`src/rtl/ble_cmd_assembler_if.sv`:
```
// Bundle between the BLE UART transceiver / cmd_proc and ble_cmd_assembler.
// The slave modport is the assembler's view; master is the surrounding logic.
interface ble_cmd_assembler_if;
  logic        rx_rdy;
  logic [7:0]  rx_data;
  logic        clr_rx_rdy;
  logic [15:0] cmd;
  logic        cmd_rdy;
  logic        clr_cmd_rdy;
  logic        send_resp;
  logic        trmt;
  logic [7:0]  tx_data;
  logic        tx_done;
  logic        timeout_err;

  // Handshakes: a byte moves when the assembler accepts rx_rdy and answers
  // with a one-cycle clr_rx_rdy. A command is offered by holding cmd_rdy and
  // cmd until clr_cmd_rdy. A transmit starts on a one-cycle trmt and is
  // complete on a one-cycle tx_done.
  modport master (
    output rx_rdy, rx_data, clr_cmd_rdy, send_resp, tx_done,
    input  clr_rx_rdy, cmd, cmd_rdy, trmt, tx_data, timeout_err
  );

  modport slave (
    input  rx_rdy, rx_data, clr_cmd_rdy, send_resp, tx_done,
    output clr_rx_rdy, cmd, cmd_rdy, trmt, tx_data, timeout_err
  );
endinterface

```
`src/rtl/ble_cmd_assembler.sv`:
```
// Assembles two UART bytes (high first) into a 16-bit command and turns send_resp
// into a single acknowledge transmit. Optional inter-byte timeout: BYTE_TIMEOUT_EN.
module ble_cmd_assembler #(
  parameter logic [7:0] RESP_BYTE   = 8'hA5,
  parameter int         TIMEOUT_CYC = 50000
) (
  input  logic                 clk,
  input  logic                 rst,
  ble_cmd_assembler_if.slave   bus,
  output logic [1:0]           dbg_state
);

  typedef enum logic [1:0] {
    IDLE = 2'd0,
    HIGH = 2'd1,
    FULL = 2'd2
  } state_t;

  state_t      state, state_nxt;
  logic [15:0] cmd_q, cmd_nxt;
  logic        cmd_rdy_q, cmd_rdy_nxt;
  logic        terr_q, terr_nxt;
  logic        acc_d1, acc_d2;
  logic        accept;
  logic        timeout_hit;
  logic        trmt_q, tx_busy, resp_pend;
  logic        issue;

  // The receiver needs two cycles to drop rx_rdy after a consume, so a byte
  // accepted in either of the two previous cycles must not be taken again.
  assign accept = bus.rx_rdy && (state == IDLE || state == HIGH) && !acc_d1 && !acc_d2;

`ifdef BYTE_TIMEOUT_EN
  logic [15:0] tmo_cnt;

  assign timeout_hit = (state == HIGH) && (tmo_cnt == 16'(TIMEOUT_CYC - 1));

  always_ff @(posedge clk) begin
    if (rst) begin
      tmo_cnt <= '0;
    end else if (state == IDLE && accept) begin
      tmo_cnt <= '0;
    end else if (state == HIGH && !timeout_hit) begin
      tmo_cnt <= tmo_cnt + 16'd1;
    end
  end
`else
  assign timeout_hit = 1'b0;
`endif

  always_ff @(posedge clk) begin
    if (rst) begin
      state     <= IDLE;
      cmd_q     <= '0;
      cmd_rdy_q <= 1'b0;
      terr_q    <= 1'b0;
      acc_d1    <= 1'b0;
      acc_d2    <= 1'b0;
    end else begin
      state     <= state_nxt;
      cmd_q     <= cmd_nxt;
      cmd_rdy_q <= cmd_rdy_nxt;
      terr_q    <= terr_nxt;
      acc_d1    <= accept;
      acc_d2    <= acc_d1;
    end
  end

  // A low-byte accept overrides a coincident clr_cmd_rdy, so the new command
  // is always visible for at least one cycle.
  always_comb begin
    state_nxt   = state;
    cmd_nxt     = cmd_q;
    cmd_rdy_nxt = cmd_rdy_q;
    terr_nxt    = 1'b0;
    if (bus.clr_cmd_rdy) cmd_rdy_nxt = 1'b0;
    case (state)
      IDLE: begin
        if (accept) begin
          cmd_nxt[15:8] = bus.rx_data;
          state_nxt     = HIGH;
        end
      end
      HIGH: begin
        if (accept) begin
          cmd_nxt[7:0] = bus.rx_data;
          cmd_rdy_nxt  = 1'b1;
          state_nxt    = FULL;
        end else if (timeout_hit) begin
          terr_nxt  = 1'b1;
          state_nxt = IDLE;
        end
      end
      FULL: begin
        if (bus.clr_cmd_rdy) state_nxt = IDLE;
      end
      default: state_nxt = IDLE;
    endcase
  end

  // One acknowledge may wait behind a transmit in flight; extras are dropped.
  assign issue = (bus.send_resp || resp_pend) && !tx_busy;

  always_ff @(posedge clk) begin
    if (rst) begin
      trmt_q    <= 1'b0;
      tx_busy   <= 1'b0;
      resp_pend <= 1'b0;
    end else begin
      trmt_q <= issue;
      if (issue) begin
        tx_busy   <= 1'b1;
        resp_pend <= 1'b0;
      end else begin
        if (bus.tx_done) tx_busy <= 1'b0;
        if (bus.send_resp && tx_busy) resp_pend <= 1'b1;
      end
    end
  end

  assign bus.clr_rx_rdy  = acc_d1;
  assign bus.cmd         = cmd_q;
  assign bus.cmd_rdy     = cmd_rdy_q;
  assign bus.trmt        = trmt_q;
  assign bus.tx_data     = RESP_BYTE;
  assign bus.timeout_err = terr_q;
  assign dbg_state       = state;

endmodule

```
`src/flat_wrapper.sv`:
```
// flat-port wrapper written by rule: the top's interface ports become plain ports
module ble_cmd_assembler_flat 
#(
  parameter logic [7:0] RESP_BYTE   = 8'hA5,
  parameter int         TIMEOUT_CYC = 50000
)
  (clk, rst, dbg_state, bus_rx_rdy, bus_rx_data, bus_clr_cmd_rdy, bus_send_resp, bus_tx_done, bus_clr_rx_rdy, bus_cmd, bus_cmd_rdy, bus_trmt, bus_tx_data, bus_timeout_err);
  ble_cmd_assembler_if bus_i ();
  input  logic clk;
  input  logic rst;
  output logic [1:0] dbg_state;
  input wire logic [$bits(bus_i.rx_rdy)-1:0] bus_rx_rdy;
  input wire logic [$bits(bus_i.rx_data)-1:0] bus_rx_data;
  input wire logic [$bits(bus_i.clr_cmd_rdy)-1:0] bus_clr_cmd_rdy;
  input wire logic [$bits(bus_i.send_resp)-1:0] bus_send_resp;
  input wire logic [$bits(bus_i.tx_done)-1:0] bus_tx_done;
  output wire logic [$bits(bus_i.clr_rx_rdy)-1:0] bus_clr_rx_rdy;
  output wire logic [$bits(bus_i.cmd)-1:0] bus_cmd;
  output wire logic [$bits(bus_i.cmd_rdy)-1:0] bus_cmd_rdy;
  output wire logic [$bits(bus_i.trmt)-1:0] bus_trmt;
  output wire logic [$bits(bus_i.tx_data)-1:0] bus_tx_data;
  output wire logic [$bits(bus_i.timeout_err)-1:0] bus_timeout_err;
  assign bus_i.rx_rdy = bus_rx_rdy;
  assign bus_i.rx_data = bus_rx_data;
  assign bus_i.clr_cmd_rdy = bus_clr_cmd_rdy;
  assign bus_i.send_resp = bus_send_resp;
  assign bus_i.tx_done = bus_tx_done;
  assign bus_clr_rx_rdy = bus_i.clr_rx_rdy;
  assign bus_cmd = bus_i.cmd;
  assign bus_cmd_rdy = bus_i.cmd_rdy;
  assign bus_trmt = bus_i.trmt;
  assign bus_tx_data = bus_i.tx_data;
  assign bus_timeout_err = bus_i.timeout_err;
  ble_cmd_assembler #(.RESP_BYTE(RESP_BYTE), .TIMEOUT_CYC(TIMEOUT_CYC)) u_core (.clk(clk), .rst(rst), .bus(bus_i), .dbg_state(dbg_state));
endmodule
```
`config.mk`:
```
export PLATFORM = sky130hd
export DESIGN_NAME = ble_cmd_assembler_flat
export DESIGN_NICKNAME = d
export VERILOG_FILES = /design/src/rtl/ble_cmd_assembler_if.sv /design/src/rtl/ble_cmd_assembler.sv /design/src/flat_wrapper.sv
export SDC_FILE = /design/constraint.sdc
export NUM_CORES = 1
export LEC_CHECK = 0
export CAP_MARGIN = 20
export CORE_MARGIN = 8
export CORE_UTILIZATION = 40
export DETAILED_ROUTE_END_ITERATION = 8
export GPL_TIMING_DRIVEN = 1
export PLACE_DENSITY_LB_ADDON = 0.3
export SYNTH_ARGS = -nofsm -noshare
export SYNTH_HDL_FRONTEND = slang
export SYNTH_SLANG_ARGS = --single-unit
```
`constraint.sdc`:
```
create_clock -name clk -period 1.98 [get_ports clk]
set_input_delay 0.198 -clock clk [delete_from_list [all_inputs] [get_ports clk]]
set_output_delay 0.198 -clock clk [all_outputs]
set_load 0.03 [all_outputs]
```
# --- Word-level counts from Yosys, hierarchy flattened ---
# Cells that the tools add are included.
op_classes:
  n_eq_ne: 5
  muxes: 9
  reduce_logical: 16
ops:
  columns: ["operator", "n"]
  rows:
  - ["2-to-1 mux 2 bit", 3]
  - ["case mux 2 bit (3 select lines)", 1]
  - ["logical AND 1 bit", 5]
  - ["2-to-1 mux 1 bit", 5]
  - ["!= test 2 x 1 -> 1 bit (second input constant)", 2]
  - ["AND reduction 2 bit", 2]
  - ["logical NOT 1 bit", 3]
  - ["AND reduction 3 bit", 1]
  - ["equality test 2 x 1 -> 1 bit (second input constant)", 1]
  - ["equality test 2 bit (second input constant)", 1]
  - ["logical NOT 2 bit", 1]
  - ["logical OR 1 bit", 2]
  - ["!= test 2 bit (second input constant)", 1]
  - ["nonzero test 2 bit", 1]
  - ["OR reduction 2 bit", 1]
word_totals:
  ff_bits: 24
  inputBits: 14
  out_inout_bits: 30
  wordCells: 39

# --- Depth between registers and ports, before layout ---
depth:
  word_depth: 7
  ltp_mapped: 4
  depth_no_buf: 3

# --- Worst setup path before layout ---
# OpenSTA, ideal clock, no wires.
synth_path:
  path_type: "reg2reg"
  startpoint: "register u_core.acc_d1, in the netlist u_core.bus.clr_rx_rdy"
  endpoint: "register u_core.cmd_q[10], in the netlist u_core.bus.cmd[10]"
  setup_ns: 0.119
  arrival_ns: 1.420
  required_time_ns: 1.861
  setup_slack_ns: 0.441
  path_stages_with_launch: 5
  n_path_buf: 1
  period_less_slack_ns: 1.539
  cell_sequence: "dfxtp_1 -> or3b_4 -> or3_1 -> buf_6 -> mux2i_1"
synth_via:
  elab_chain_len: 4
synth_rtl:
  columns: ["element", "line_no", "text"]
  rows:
  - ["start, declared", "ble_cmd_assembler.sv:23", "logic acc_d1, acc_d2;"]
  - ["start signal, assigned", "ble_cmd_assembler.sv:64", "acc_d1 <= accept;"]
  - ["logical NOT 1 bit", "ble_cmd_assembler.sv:31", "assign accept = bus.rx_rdy && (state == IDLE || state == HIGH) && !acc_d1 && !acc_d2;"]
  - ["logical AND 1 bit (2 in series)", "ble_cmd_assembler.sv:31", null]
  - ["AND reduction 2 bit (no line)", null, null]
  - ["end signal, assigned", "ble_cmd_assembler.sv:61", "cmd_q <= cmd_nxt;"]
  - ["end, declared", "ble_cmd_assembler.sv:20", "logic [15:0] cmd_q, cmd_nxt;"]
# Every way passes these cells.
# A chain may end at the register's enable or synchronous reset.

# --- Worst setup path after layout ---
layout_path:
  startpoint: "register u_core.state[1], in the netlist u_core.dbg_state[1]"
  endpoint: "output dbg_state[1]"
layout_lines:
  columns: ["element", "line_no", "text"]
  rows:
  - ["start, declared", "ble_cmd_assembler.sv:19", "state_t state, state_nxt;"]
  - ["start signal, assigned", "ble_cmd_assembler.sv:60", "state <= state_nxt;"]
  - ["end, declared", "flat_wrapper.sv:11", "output logic [1:0] dbg_state;"]
# No word-level cell between the ends.

==> qor.csv <==
stage;metric;value;unit
placed_design;gp weighted congestion;0.695;
cts;clock root buffer;clkbuf_4;
timing;setup total negative slack;0;ps
timing;RSZ-0062 raised after global routing;no;
cts;Post-CTS Setup Inserts;0;
cells_and_area;Layout Nets;146;
cells_and_area;# fillers;242;
worst_setup_path;WP buf/inv;1;
worst_setup_path;Crit Path Max Fanout;7;
pwr;leak pwr;0.552;nW
synthesis;post-synthesis sequential area ratio;47.9;%
cts;hold buffer count at cts;0;
route;post-DR wirelength/cell;12.5;um
worst_hold_path;Worst Hold Launch;bus_tx_done;
cts;PostCTS Resize Cnt;0;
route;DRC Markers;0;
cts;H-tree Lvls;1;
route;Pre-antenna DRT Iters;3;
global_route;vias in the first global route;716;
cells_and_area;Post-Layout Cell Count;161;
synthesis;XOR/XNOR Fraction of Synth Area;0.874;%
timing;Final period util;85.7;%
worst_setup_path;Worst R2R Path Depth;3;
synthesis;combinational family with the most area after synthesis;simple AND/OR/NAND/NOR gates;
floorplanning;row count;18;
global_route;grt total ovfl;0;
cts;clk sink count;24;
cts;Clk Latency, worst-skew pair;310;ps
route;Routed Antenna Nets;0;
worst_setup_path;worst r2r dst;u_core.bus.cmd[8]$_SDFFE_PP0P_;
run_status;outcome;complete, no violations;
worst_setup_path;r2r setup slk;350;ps
synthesis;Netlist cell types;19;
cells_and_area;commonest non-fill, non-tap cell in the layout;clkdlybuf4s50_1;
synthesis;Seq cells post-synth;24;
pwr;highest ir drop seen on vdd;467;uV
synthesis;post-synthesis compound-gate area fraction;1.75;%
cells_and_area;Layout Area Growth over Synthesis;37.6;%
cts;CTS tree;yes;
cells_and_area;Util after Layout;56.7;%
global_route;largest net degree at the start of global routing;32;
timing;min Tclk post-route;1700;ps
cts;Inserted Clock Buffers;3;
cells_and_area;register area;480;um2
synthesis;cell count after synthesis;98;
floorplanning;Die H;66.1;um
synthesis;Synth Warn #;0;
worst_setup_path;worst r2r src;u_core.bus.clr_rx_rdy$_SDFF_PP0_;
route;via/cell ratio;4.41;
cells_and_area;Multi-input gate area;453;um2
worst_setup_path;slowest stage cell, crit path;clkdlybuf4s50_1;
route;Vias;710;
cells_and_area;Final Instance Area;1380;um2
placed_design;Placement Setup Slack;48.9;ps
timing;Final setup viols;0;
run;Max Cap Viol;0;
timing;final worst slack;284;ps
pwr;pwr dens;824;nW/um2
worst_setup_path;WP depth;1;
worst_hold_path;min-delay worst type;in -> reg;
placed_design;PortBufs;34;
floorplanning;IO Count;44;
worst_setup_path;Setup crit start kind;register;
timing;Worst Skew;19.0;ps
placed_design;Placed Area;1330;um2
worst_setup_path;critical path class;reg -> out;
timing;final hold vios;0;
placed_design;DP HPWL;1.50;mm
cells_and_area;antenna cells;0;
synthesis;mux cell area share after synthesis;16.0;%
synthesis;area share of fa/ha/maj cells after synthesis;0;%
cts;clk buf depth;2;
global_route;Global Route Usage Sum;9.02;%
cts;clock slew at reported path FFs;140;ps
placed_design;post-placement cell count;157;
synthesis;Netlist Area Pre-Place;1000;um2
worst_setup_path;Arrival @ worst endpoint;1500;ps
floorplanning;Core ar.;2430;um2
cells_and_area;share of cells above drive strength 1;5.34;%
floorplanning;DIE AREA;4360;um2
worst_setup_path;Worst setup EP type;output pin;
worst_setup_path;crit path cell chain;clkdlybuf4s50_1;
worst_hold_path;hold path depth;2;
floorplanning;Chip Width;66.1;um
synthesis;post-synthesis area per instance;10.2;um2
timing;fmax;589;MHz
cells_and_area;most frequent cells in the layout;clkdlybuf4s50_1, nand2b_1, dfxtp_1, mux2i_1, conb_1;
route;drt initial violations;18;
worst_setup_path;critical path's top delay family;buffers and inverters;
global_route;global-route wire length before repair;3.15;mm
worst_hold_path;Worst Hold End;u_core.tx_busy$_SDFFE_PP0P_;
global_route;initial antenna violation count;0;
floorplanning;initial core utilization;41.2;%
timing;fin. max-slew vios;0;
worst_setup_path;CP peak stage delay;730;ps
route;routed wire length;2.01;mm
worst_setup_path;Crit path required time;1780;ps
synthesis;Simple-Gate Fraction of Synth Area;23.2;%
-- cell type report --
type | instances | area share, %
flip-flops and latches | 24 | 34.8
multi-input cells | 67 | 32.8
repair buffers | 36 | 25.8
well taps | 30 | 2.72
clock inverters | 1 | 2.18
clock buffers | 3 | 1.63
-- Yosys cell counts --
cell type | count | area share, %
nor3_1 | 3 | 1.5
buf_6 | 1 | 1.1
or3b_4 | 1 | 1.1
xor2_1 | 1 | 0.87
dfxtp_1 | 24 | 48
clkbuf_1 | 3 | 1.1
nand2_1 | 1 | 0.37
mux2i_1 | 16 | 16
nor2_1 | 3 | 1.1
buf_2 | 1 | 0.50
or3b_1 | 1 | 0.87
nand2b_1 | 26 | 16
or3_1 | 1 | 0.62
a21oi_1 | 2 | 1.0
conb_1 | 2 | 0.75
nor2b_1 | 1 | 0.62
buf_4 | 9 | 6.7
nor3b_1 | 1 | 0.75
o21bai_1 | 1 | 0.75
-- where the power goes --
group / internal [W] / switching (W)
Clock: 0.000205 / 0.000138
Sequential: 0.000516 / 0.0000200
Combinational: 0.000116 / 0.000141
-- cells by family after synthesis --
group	after synthesis
AO/OA/AOI/OAI	3
XOR/XNOR	1
buffers and inverters	14
flip-flops	24
multiplexers	16
other	2
AND/OR/NAND/NOR	38
-- registers in the layout, summed over array words and instances, names as in the netlist --
register,count
u_core.bus.cmd,16
u_core.bus.clr_rx_rdy,1
u_core.bus.cmd_rdy,1
u_core.bus.trmt,1
u_core.acc_d2,1
u_core.tx_busy,1
u_core.resp_pend,1
u_core.dbg_state,2
-- routing by layer --
layer / GRT usage, % / vias to the layer above / share of wire [%]
met3: 2.71 / 2 / 8.2
met1: 9.33 / 322 / 43
li1: - / 365 / -
met4: 5.60 / 0 / 1.3
met5: 0 / - / 0
met2: 15.6 / 21 / 48
-- how the worst max path moves through the flow --
stage | startpoint | slack (ps) | endpoint
after floorplan | u_core.bus.clr_rx_rdy$_SDFF_PP0_ | 440 | u_core.bus.cmd[10]$_SDFFE_PP0P_
after global placement | bus_rx_rdy | 90 | u_core.bus.cmd[15]$_SDFFE_PP0P_
after detailed placement | bus_rx_rdy | 50 | u_core.bus.cmd[8]$_SDFFE_PP0P_
after CTS | u_core.dbg_state[1]$_SDFFE_PP0P_ | 290 | dbg_state[1]
after global routing | u_core.dbg_state[1]$_SDFFE_PP0P_ | 240 | dbg_state[1]
final | u_core.dbg_state[1]$_SDFFE_PP0P_ | 280 | dbg_state[1]
-- through the flow --
step / hold slack [ps] / total power (W)
final: 443 / 0.00114
after global routing: 449 / 0.00118
after detailed placement: 436 / 0.000807
after global placement: 418 / 0.000802
after CTS: 444 / 0.00115
after floorplan: 300 / 0.000723
(Power assumes the default switching activity.)
